`config.mk`:
```
export PLATFORM = sky130hd
export DESIGN_NAME = instr_sequencer
export DESIGN_NICKNAME = d
export VERILOG_FILES = /design/src/rtl/mips_pkg.sv /design/src/rtl/instr_sequencer_op_class_decode.sv /design/src/rtl/instr_sequencer.sv
export SDC_FILE = /design/constraint.sdc
export NUM_CORES = 1
export LEC_CHECK = 0
export BUFFER_PORTS_ARGS = -buffer_cell sky130_fd_sc_hd__buf_2
export CORE_ASPECT_RATIO = 1.25
export CORE_UTILIZATION = 30
export DETAILED_ROUTE_END_ITERATION = 7
export PLACE_DENSITY_LB_ADDON = 0.08
export SLEW_MARGIN = 10
export SYNTH_ARGS = -nofsm -noshare
export SYNTH_HDL_FRONTEND = slang
export SYNTH_SLANG_ARGS = --single-unit
export TNS_END_PERCENT = 30
```
`constraint.sdc`:
```
create_clock -name Clock -period 1.9 [get_ports Clock]
set_input_delay 0.57 -clock Clock [delete_from_list [all_inputs] [get_ports Clock]]
set_output_delay 0.57 -clock Clock [all_outputs]
set_load 0.05 [all_outputs]
```
`src/rtl/mips_pkg.sv`:
```
// Shared types for the multi-cycle MIPS control path: sequencer states,
// recognised opcodes and the per-opcode class bundle.
package mips_pkg;

    typedef enum logic [2:0] {
        FETCH,
        DECODE,
        EXECUTE,
        MEM,
        WB,
        HALT
    } seq_state_t;

    localparam logic [5:0] OP_RTYPE = 6'h00;
    localparam logic [5:0] OP_J     = 6'h02;
    localparam logic [5:0] OP_JAL   = 6'h03;
    localparam logic [5:0] OP_BEQ   = 6'h04;
    localparam logic [5:0] OP_BNE   = 6'h05;
    localparam logic [5:0] OP_ADDI  = 6'h08;
    localparam logic [5:0] OP_SLTI  = 6'h0A;
    localparam logic [5:0] OP_ANDI  = 6'h0C;
    localparam logic [5:0] OP_ORI   = 6'h0D;
    localparam logic [5:0] OP_LUI   = 6'h0F;
    localparam logic [5:0] OP_LW    = 6'h23;
    localparam logic [5:0] OP_SW    = 6'h2B;
    localparam logic [5:0] OP_HALT  = 6'h3F;

    typedef struct packed {
        logic writes_reg;
        logic is_load;
        logic is_store;
        logic is_beq;
        logic is_bne;
        logic is_jump;
        logic is_link;
        logic is_halt;
        logic is_illegal;
    } op_class_t;

endpackage

```
`src/rtl/instr_sequencer_op_class_decode.sv`:
```
// Combinational opcode classifier feeding the sequencer's Moore decode.
// is_jump marks plain j only; jal is reported through is_link.
module op_class_decode
    import mips_pkg::*;
#(
    parameter logic [5:0] OPC_HALT = OP_HALT
) (
    input  logic [5:0] opcode,
    output op_class_t  cls
);

    always_comb begin
        cls = '0;
        // The halt opcode is a parameter, so it is matched ahead of the fixed table.
        if (opcode == OPC_HALT) begin
            cls.is_halt = 1'b1;
        end else begin
            case (opcode)
                OP_RTYPE, OP_ADDI, OP_SLTI,
                OP_ANDI, OP_ORI, OP_LUI: cls.writes_reg = 1'b1;
                OP_LW: begin
                    cls.writes_reg = 1'b1;
                    cls.is_load    = 1'b1;
                end
                OP_SW:  cls.is_store = 1'b1;
                OP_BEQ: cls.is_beq   = 1'b1;
                OP_BNE: cls.is_bne   = 1'b1;
                OP_J:   cls.is_jump  = 1'b1;
                OP_JAL: begin
                    cls.writes_reg = 1'b1;
                    cls.is_link    = 1'b1;
                end
                default: cls.is_illegal = 1'b1;
            endcase
        end
    end

endmodule

```
`src/rtl/instr_sequencer.sv`:
```
// Multi-cycle FETCH/DECODE/EXECUTE/MEM/WB sequencer with memory timeout.
// Define SEQ_PERF_CNT_EN to add the instr_count/stall_count outputs.
module instr_sequencer
    import mips_pkg::*;
#(
    parameter int unsigned MEM_TIMEOUT = 16,
    parameter logic [5:0]  OPC_HALT    = 6'h3F
) (
    input  logic        Clock,
    input  logic        nReset,
    input  logic [5:0]  opcode,
    input  logic        alu_zero,
    input  logic        imem_ready,
    input  logic        dmem_ready,
    output logic        imem_req,
    output logic        ir_load,
    output logic        dmem_req,
    output logic        dmem_we,
    output logic        reg_we,
    output logic        pc_pause,
    output logic        pc_branch,
    output logic        pc_jump,
    output logic        halted,
    output logic        bus_err,
`ifdef SEQ_PERF_CNT_EN
    output logic [31:0] instr_count,
    output logic [31:0] stall_count,
`endif
    output logic        illegal_op
);

    localparam int CW = $clog2(MEM_TIMEOUT + 1);

    seq_state_t     state_q, state_d;
    logic [CW-1:0]  cnt_q, cnt_d;
    logic           bus_err_q, bus_err_d;
    logic           illegal_q, illegal_d;
    logic           fetch_req;
    op_class_t      cls;

    op_class_decode #(.OPC_HALT(OPC_HALT)) u_dec (
        .opcode (opcode),
        .cls    (cls)
    );

    always_ff @(posedge Clock or negedge nReset) begin
        if (!nReset) begin
            state_q   <= FETCH;
            cnt_q     <= '0;
            bus_err_q <= 1'b0;
            illegal_q <= 1'b0;
        end else begin
            state_q   <= state_d;
            cnt_q     <= cnt_d;
            bus_err_q <= bus_err_d;
            illegal_q <= illegal_d;
        end
    end

    always_comb begin
        state_d   = state_q;
        cnt_d     = cnt_q;
        bus_err_d = bus_err_q;
        illegal_d = illegal_q;
        fetch_req = 1'b0;
        dmem_req  = 1'b0;
        dmem_we   = 1'b0;
        reg_we    = 1'b0;
        pc_pause  = 1'b1;
        pc_branch = 1'b0;
        pc_jump   = 1'b0;
        case (state_q)
            FETCH: begin
                fetch_req = 1'b1;
                if (imem_ready) begin
                    state_d = DECODE;
                end else if (cnt_q == CW'(MEM_TIMEOUT - 1)) begin
                    state_d   = HALT;
                    bus_err_d = 1'b1;
                end else begin
                    cnt_d = cnt_q + CW'(1);
                end
            end
            DECODE: begin
                if (cls.is_halt) begin
                    state_d = HALT;
                end else if (cls.is_illegal) begin
                    state_d   = HALT;
                    illegal_d = 1'b1;
                end else begin
                    state_d = EXECUTE;
                end
            end
            EXECUTE: begin
                if (cls.is_load || cls.is_store) begin
                    state_d = MEM;
                    cnt_d   = '0;
                end else begin
                    state_d = WB;
                end
            end
            MEM: begin
                dmem_req = 1'b1;
                dmem_we  = cls.is_store;
                // A ready arriving on the last allowed cycle still completes the access.
                if (dmem_ready) begin
                    state_d = WB;
                end else if (cnt_q == CW'(MEM_TIMEOUT - 1)) begin
                    state_d   = HALT;
                    bus_err_d = 1'b1;
                end else begin
                    cnt_d = cnt_q + CW'(1);
                end
            end
            WB: begin
                pc_pause  = 1'b0;
                reg_we    = cls.writes_reg;
                pc_branch = (cls.is_beq & alu_zero) | (cls.is_bne & ~alu_zero);
                pc_jump   = cls.is_jump | cls.is_link;
                state_d   = FETCH;
                cnt_d     = '0;
            end
            default: ;
        endcase
    end

    // Gated by nReset so no fetch is requested while reset is held.
    assign imem_req   = fetch_req & nReset;
    assign ir_load    = imem_req & imem_ready;
    assign halted     = (state_q == HALT);
    assign bus_err    = bus_err_q;
    assign illegal_op = illegal_q;

`ifdef SEQ_PERF_CNT_EN
    logic [31:0] instr_cnt_q, stall_cnt_q;

    always_ff @(posedge Clock or negedge nReset) begin
        if (!nReset) begin
            instr_cnt_q <= '0;
            stall_cnt_q <= '0;
        end else begin
            if (state_q == WB)
                instr_cnt_q <= instr_cnt_q + 32'd1;
            if ((state_q == FETCH && !imem_ready) || (state_q == MEM && !dmem_ready))
                stall_cnt_q <= stall_cnt_q + 32'd1;
        end
    end

    assign instr_count = instr_cnt_q;
    assign stall_count = stall_cnt_q;
`endif

endmodule
```
**Word-level counts from Yosys, hierarchy flattened**

Index checks and enable logic that the tools add are counted.

- Bits in registers: 10
- Input bits: 11
- Output and inout bits: 11
- Word-level logic and storage cells: 79

- Add/subtract/negate cells: 1
- Equal/unequal tests: 21
- Mux-type cells: 34
- Bitwise gates (word level): 8
- Reductions and logical operators: 11

Operators with widths:

| cell | count |
|---|---|
| == test 6 x 4 -> 1 bit (second input constant) | 5 |
| 2-to-1 mux 1 bit | 20 |
| 2-to-1 mux 5 bit | 4 |
| one-hot mux 5 bit (4 select lines) | 1 |
| == test 6 bit (second input constant) | 3 |
| 2-to-1 mux 3 bit | 6 |
| one-hot mux 3 bit (5 select lines) | 1 |
| == test 6 x 2 -> 1 bit (second input constant) | 2 |
| == test 6 x 3 -> 1 bit (second input constant) | 2 |
| OR reduction 12 bit | 1 |
| OR reduction 8 bit | 1 |
| 2-to-1 mux 7 bit | 1 |
| == test 3 x 2 -> 1 bit (second input constant) | 2 |
| == test 3 bit (second input constant) | 2 |
| zero test 6 bit | 1 |
| != test 2 bit (second input constant) | 3 |
| AND reduction 3 bit | 2 |
| adder 5 x 1 -> 5 bit (second input constant) | 1 |
| == test 5 x 4 -> 1 bit (second input constant) | 1 |
| nonzero test 5 bit | 1 |
| bitwise AND 1 bit | 4 |
| AND reduction 4 bit | 1 |
| nonzero test 4 bit | 1 |
| == test 3 x 1 -> 1 bit (second input constant) | 1 |
| other kinds (6) | 8 |

**Depth between registers and ports, before layout**

Gate-level depths: netlist of the first run.

- Word-level depth: 7
- Depth in mapped cells: 8

**By module**

From an unflattened synthesis of the first run, not the netlist that was laid out.

- Cells, all modules: 125
- Area total of the unflattened synthesis: 955.9 um2

By module, submodules not included:

| module | times used | cells each | area an instance (um2) | seq. area each (um2) |
|---|---|---|---|---|
| instr_sequencer | 1 | 91 | 755.7 | 250.2 |
| op_class_decode | 1 | 34 | 200.2 | 0.0 |

**Worst setup path after synthesis of the first run**

OpenSTA, ideal clock, no wires.

- Path type: flip-flop to output port
- Start: register state_q[1]
- End: output pc_branch
- Arrival: 2669 ps
- Setup slack: -1339 ps
- Cell stages (with the launch flop): 5
- Buffers on the path: 0
- Path through: dfrtp_1 -> nor2_1 -> nand3_1 -> or3_1 -> nor4b_1

- Word-level cells in the longest chain between the ends: 2

Ends and longest elaborated chain:

| item | RTL line | RTL |
|---|---|---|
| start, declared | instr_sequencer.sv:34 | `seq_state_t state_q, state_d;` |
| start signal, assigned | instr_sequencer.sv:53 | `state_q <= state_d;` |
| == test 3 bit | instr_sequencer.sv:72 | `case (state_q)` |
| 2-to-1 mux 1 bit | instr_sequencer.sv:72 |  |
| end, declared | instr_sequencer.sv:21 | `output logic pc_branch,` |

No other way between the ends.

**Final worst setup path of the first run**

- Start: register state_q[0]
- End: output pc_branch

Same word-level chain as after synthesis.

==> summary.md, run 1 <==
| Metric | Value |
|---|---|
| Critical Path Max Stage Delay | 390 ps |
| Internal power | slightly above 0.0006 W |
| Placed Instances | 180 |
| Critical-path maximum fanout | 2 |
| Main combinational cell family by area after synthesis | simple AND/OR/NAND/NOR gates |
| Fraction of final layout cells sized beyond drive strength 1 | 51.63% |
| Detailed router's first-iteration violation count | 18 |
| Synth warn | 0 |
| Synth Area in Compound Gates | 26.30% |
| Largest net degree at the start of global routing | 14 |
| Critical path endpoint category | output pin |
| Gate power share | 51.2% |
| Net Switching | 0.0003680 W |
| Final WL | 2511 um |
| Die area | 3106 um2 |
| Die X | 50.05 um |
| Switching Share | 37.46% |
| Synth Flop Type | dfrtp_1 |
| Sequential fraction of the synthesis area | 28.90% |
| Post-synthesis simple-gate area fraction | between 20 and 30% |
| Initial Util | roughly a third |
| RSZ-0062 raised after global routing | yes |
| Vias | 977 |
| Synth-to-Final Area Change | 63.01% |
| Ant diodes | 0 |
| Clk Tree Root Cell | clkbuf_4 |
| Met1 usage | 17.94% |
| Worst-path clk slew | 70 ps |
| Max_cap viols | 0 |
| Top-count cell post-synth | nor2_1 |
| Met3 usage | approximately 1.7% |
| Die Span Y | between 60 and 70 um |
| Routed vias/inst | roughly 5.2 |
| Global-route wire length before repair | 4133 um |
| Cell row count | 21 |
| Fin crit period | approximately 2300 ps |
| Post-Synth XOR/XNOR Area | 2.023% |
| Synth unique cells | 41 |
| Power Density | 696.1 nW/um2 |
| Placer Congestion | between 0.7 and 0.8 |
| Reg power frac | 28.7% |
| Post-Route Utilization | 52.15% |
| Vias in the first global route | approximately 960 |
| GRT overflow | 0 |
| Setup TNS | -1280 ps |
| Post-synthesis mux area share | 4.191% |
| DR DRC count | 0 |
| Total CTS buffers | 3 |
| Failing checks | setup timing |
| CTS Hold Bufs | 0 |
| FMAX | 443.4 MHz |
| Port Buffers | 21 |
| Final ANT Viol Nets | 0 |
| Hold Vio Cnt, Final | 0 |
| Slew margin rel. | 74.87% |
| Avg Inst Size Synth | 8.406 um2 |
| Startpoint types | flop |
| Peak supply drop | 381.7 uV |
| DR WL/cell | 13.43 um |
| Yosys reg bits | 10 |
| Buf/Inv on CP | 1 |
| Gr usage total | 17.96% |
| Final period util | 118.7% |
| Ports | 22 |
| Grt met2 use | roughly 37% |
| Final nets | roughly 170 |
| EDFF count, synth | 0 |
| Top-area cell type share of the netlist area | a little under 30% |
| Final worst setup slack | -355.2 ps |
| Setup crit start | state_q[0] |
| Leading area contributor after synthesis | dfrtp_1 |
| CTS tree | done |
| Num Clock Sinks | 10 |
| Cells along the critical path | nor2_2, nand3_2, or3_4, nor4b_4, buf_6 |
| Fill cell count | 291 |
| Cells after synthesis | around 100 |
| Slowest-stage cell, CP | dfrtp_1 |
| Leak Pwr | ~0.65 nW |
| H-tree depth | 1 |
| Adder-Cell Fraction of Synth Area | 2.890% |
| Critical Path AT | 1690 ps |
| WP data required | 1330 ps |
| Initial antenna violation count | 0 |
| DRT Pass-1 Iters | 4 |
| Worst hold path type | in -> async |
| Asr flop ratio synth | 100.0% |
| Post-synth top cells | nor2_1 (11), dfrtp_1 (10), nand2_1 (8) |
| Status | finished with violations |
| Syn Nets | 116 |
| Critical path class | reg -> out |
| Post-synthesis cell area | roughly 870 um2 |
| Core Area | around 2700 um2 |
| Final Non-Filler Cells | 187 |
| Reg2reg start | state_q[0] |
| Delay-heaviest family, CP | simple AND/OR/NAND/NOR gates |
| Setup-failing EPs final | 7 |
| Worst hold slack | roughly 220 ps |
| Overall Power | slightly below 0.001 W |
| Layer with the highest usage | met2 |
| Final setup skew | about 4.4 ps |
| Clk network pwr share | 20.1% |
| Clk_lat worst skew | 270 ps |
| Clk buf depth | 2 |
| Slew Viols, Final | 0 |
| Tightest Pin Transition | between 300 and 400 ps |
| DP HPWL | a little over 2000 um |
| Ranking of synthesized cells by area | dfrtp_1 (29%), nor2_1 (4.8%), buf_6 (3.9%) |
[flip-flops by register name (all words and copies together) (netlist names)]
name / flops
illegal_op: 1
cnt_q: 5
bus_err: 1
state_q: 3
[final timing paths]
kind	to	slack, ps	cells past startpoint
worst max-delay path	pc_branch	-360	5
min in group Clock	illegal_op	460	1
max in group asynchronous	illegal_op	1530	2
worst max register to register	state_q[2]	50	5
worst min register to register	illegal_op	460	1
worst min-delay path	bus_err	220	2
[routing by layer]
layer,vias to the layer above,wire [um]
li1,478,-
met5,-,0
met4,0,34
met1,470,939
met3,4,89
met2,25,1447
[stage by stage]
step	area [um2]	setup WS [ps]
3_3_place_gp	1231	-367.9
6_report	1411	-355.2
4_1_cts	1380	-357.2
3_5_place_dp	1231	-401.1
5_1_grt	1411	-454.2
2_1_floorplan	915.9	-402.3
[final cells by class]
cell class / instances / area [um2] / area share (%)
clock buffer: 4 / 36.28 / 2.571
inverter: 5 / 18.77 / 1.330
multi-input combinational: 82 / 639.4 / 45.30
sequential: 10 / 250.2 / 17.73
tap: 34 / 42.54 / 3.014
timing repair buffer: 52 / 424.2 / 30.05
[what timing repair did]
action                                 in CTS  in global routing
setup endpoints to repair                   8                 16
endpoints found under the hold margin       0                  0
gates resized for setup                    25                 13
buffers inserted                            4                  1
pin swaps                                   5                  3
[power groups by stage]
stage,Clock [W],Sequential (W),Combinational (W)
after floorplan,0,0.000295,0.000285
final,0.000197,0.000282,0.000503
after CTS,0.000208,0.000283,0.000496
after global routing,0.000214,0.000290,0.000561
after detailed placement,0,0.000285,0.000470
after global placement,0,0.000283,0.000462
[layout by cell type (no fill, tap or decap), drive strengths merged, types with 2 or more instances in the layout]
| cell | netlist | routed |
|---|---|---|
| o21bai | 2 | 2 |
| nor2b | 2 | 2 |
| a31o | 2 | 2 |
| dfrtp | 10 | 10 |
| a31oi | 3 | 3 |
| and2 | 2 | 2 |
| or3 | 3 | 3 |
| and3 | 3 | 3 |
| o21ai | 7 | 7 |
| mux2 | 2 | 2 |
| nand2 | 8 | 8 |
| buf | 3 | 52 |
| nor2 | 11 | 11 |
| nor3 | 5 | 5 |
| a22o | 2 | 2 |
| o31ai | 2 | 2 |
| o22ai | 3 | 3 |
| clkbuf | 3 | 4 |
| xnor2 | 2 | 2 |
| nor3b | 2 | 2 |
| or4b | 2 | 2 |
| ha | 2 | 2 |
| nand3 | 2 | 2 |
| a21oi | 3 | 3 |
| inv | 5 | 5 |
[worst register-to-register path: stages (launching register included)]
cell and delay, ps:
dfrtp_1 390, buf_4 180, or4b_4 560, a2111oi_4 330, a31oi_1 80, a31o_1 200
[kinds of logic after synthesis]
family	Yosys count
AOI/OAI and AO/OA	30
and+or+nand+nor	45
buffers and inverters	11
xor gates and xnor gates	2
adders and majority gates	2
muxes	3
DFF	10
Power figures use the tool's default switching activity.
==> run 2: changes to the inputs <==
--- a/config.mk
+++ b/config.mk
@@ -9,9 +9,8 @@
 export CORE_ASPECT_RATIO = 1.25
 export CORE_UTILIZATION = 30
 export DETAILED_ROUTE_END_ITERATION = 7
-export PLACE_DENSITY_LB_ADDON = 0.08
+export PLACE_DENSITY = 0.63
 export SLEW_MARGIN = 10
 export SYNTH_ARGS = -nofsm -noshare
 export SYNTH_HDL_FRONTEND = slang
 export SYNTH_SLANG_ARGS = --single-unit
-export TNS_END_PERCENT = 30
==> summary.md, run 2 (synthesis results as in run 1) <==
| Metric | Value |
|---|---|
| Fin crit period | 2255 ps (about the same) |
| Slew margin rel. | 73.33% (was 74.87%) |
| WP data required | 1330 ps (about the same) |
| Final period util | 118.7% (about the same) |
| Most frequent cells in the layout | buf_4 (28), buf_6 (13), dfrtp_1 (10) (was buf_4 (30), buf_2 (11), dfrtp_1 (10)) |
| DR DRC count | 0 (unchanged) |
| Initial Util | 31.99% (unchanged) |
| Failing checks | setup timing (unchanged) |
| FF-to-FF End | state_q[2] (unchanged) |
| DR WL/cell | 13.80 um (was 13.43 um) |
| Synth-to-Final Area Change | 78.90% (was 63.01%) |
| Final ANT Viol Nets | 0 (unchanged) |
| Clk buf depth | 2 (unchanged) |
| Die X | 50.05 um (unchanged) |
| Die area | 3106 um2 (unchanged) |
| Overall Power | 0.001077 W (was 0.0009824 W) |
| Initial antenna violation count | 0 (unchanged) |
| Max_cap viols | 0 (unchanged) |
| Ant diodes | 0 (unchanged) |
| Clk Tree Root Cell | clkbuf_4 (unchanged) |
| Setup-failing EPs final | 7 (unchanged) |
| Worst hold slack | 216.3 ps (was 222.2 ps) |
| Critical path endpoint category | output pin (unchanged) |
| H-tree depth | 1 (unchanged) |
| Ports | 22 (unchanged) |
| Fraction of final layout cells sized beyond drive strength 1 | 59.24% (was 51.63%) |
| Final WL | 2635 um (was 2511 um) |
| Largest register FFs | 5 (unchanged) |
| Cell row count | 21 (unchanged) |
| Slew Viols, Final | 0 (unchanged) |
| Global-route wire length before repair | 4160 um (was 4133 um) |
| Startpoint types | flop (unchanged) |
| Routed vias/inst | 5.099 (was 5.225) |
| Biggest register | cnt_q (unchanged) |
| Critical path class | reg -> out (unchanged) |
| Placer Congestion | 0.8170 (was 0.7197) |
| Largest net degree at the start of global routing | 14 (unchanged) |
| Vias | 974 (was 977) |
| Fill cell count | 237 (was 291) |
| Setup slack, reg-to-reg | 10 ps (was 50 ps) |
| Peak supply drop | 451.3 uV (was 381.7 uV) |
| Final worst setup slack | -355.1 ps (was -355.2 ps) |
| Num Clock Sinks | 10 (unchanged) |
| Setup TNS | -1330 ps (was -1280 ps) |
| Gr usage total | 17.39% (was 17.96%) |
| R2R depth | 5 (unchanged) |
| Power Density | 695.5 nW/um2 (was 696.1 nW/um2) |
| Leak Pwr | 0.6786 nW (was 0.6464 nW) |
| RSZ-0062 raised after global routing | yes (unchanged) |
| CTS Hold Bufs | 0 (unchanged) |
| Die Span Y | 62.07 um (unchanged) |
| FMAX | 443.4 MHz (about the same) |
| Biggest regs | cnt_q: 5 flops, state_q: 3 flops (unchanged) |
| Detailed router's first-iteration violation count | 21 (was 18) |
| Clk_lat worst skew | 270 ps (about the same) |
| Critical-path maximum fanout | 2 (unchanged) |
| Final nets | 171 (was 167) |
| Critical Path AT | 1690 ps (about the same) |
| Hold Vio Cnt, Final | 0 (unchanged) |
| Commonest non-fill, non-tap cell in the layout | buf_4 (unchanged) |
| DP HPWL | 1865 um (was 2024 um) |
| GRT overflow | 0 (unchanged) |
| Status | finished with violations (unchanged) |
| Core Area | 2706 um2 (unchanged) |
| Port Buffers | 21 (unchanged) |
| Total CTS buffers | 3 (unchanged) |
| Reg2reg start | state_q[0] (unchanged) |
| Vias in the first global route | 933 (was 957) |
| Tightest Pin Transition | 398.2 ps (was 375.2 ps) |
| DRT Pass-1 Iters | 4 (unchanged) |
| Worst-path clk slew | 70 ps (about the same) |
| CTS tree | done (unchanged) |
| Worst hold path type | in -> async (unchanged) |
| Final setup skew | 1.293 ps (was 4.415 ps) |
run 2: cell count changes in the layout (fill, tap and decap cells not counted), sizes merged:
cell	change
buf	+4
run 2: critical path, stage by stage (launching register included):
cell and delay, ps:
dfrtp_1 410, nor2_4 140, nand3_2 90, or3_4 360, nor4b_4 230, buf_6 190
run 2: where the power goes:
part / internal (W) / leakage [nW] / switching (W)
sequential: 0.000256 / 0.113 / 0.0000345
combinational: 0.000292 / 0.545 / 0.000294
clock: 0.000117 / 0.0210 / 0.0000848
total: 0.000664 / 0.679 / 0.000413
run 2: timing repair:
item | in CTS | in global routing
setup buffers | 3 | 6
resized for setup | 43 | 18
pin swaps | 5 | 4
setup endpoints to repair | 8 | 15
run 2: layout make-up:
type	instances	area (um2)	area share [%]
Inverter	5	21.27	1.373
Multi-Input combinational cell	82	706.9	45.64
Tap cell	34	42.54	2.746
Timing Repair Buffer	56	491.7	31.74
Sequential cell	10	250.2	16.16
Clock buffer	4	36.28	2.342
run 2: worst max-delay path by stage:
stage | slack [ps] | startpoint | depth (start not counted) | end
5_1_grt | -410 | state_q[0] | 5 | pc_branch
6_report | -360 | state_q[0] | 5 | pc_branch
3_5_place_dp | -350 | opcode[4] | 6 | pc_branch
4_1_cts | -360 | state_q[0] | 5 | pc_branch
2_1_floorplan | -340 | opcode[4] | 4 | pc_branch
3_3_place_gp | -320 | opcode[4] | 6 | pc_branch
run 2: layer usage:
| metal | vias up | track usage [%] | wire, um |
|---|---|---|---|
| met5 | - | 0 | 0 |
| met4 | 0 | 4.898 | 31 |
| met1 | 457 | 21.81 | 1149 |
| li1 | 485 | - | - |
| met2 | 26 | 31.62 | 1371 |
| met3 | 6 | 1.946 | 82 |
run 2: stage by stage:
stage / cells / area [um2] / utilization (%) / setup WS (ps)
after floorplan: 103 / 940.9 / - / -340.7
after global placement: 179 / 1236 / 45.68 / -321.6
after detailed placement: 179 / 1236 / 45.68 / -347.3
after CTS: 186 / 1443 / 53.31 / -357.3
after global routing: 191 / 1549 / 57.24 / -408.1
final: 191 / 1549 / 57.24 / -355.1
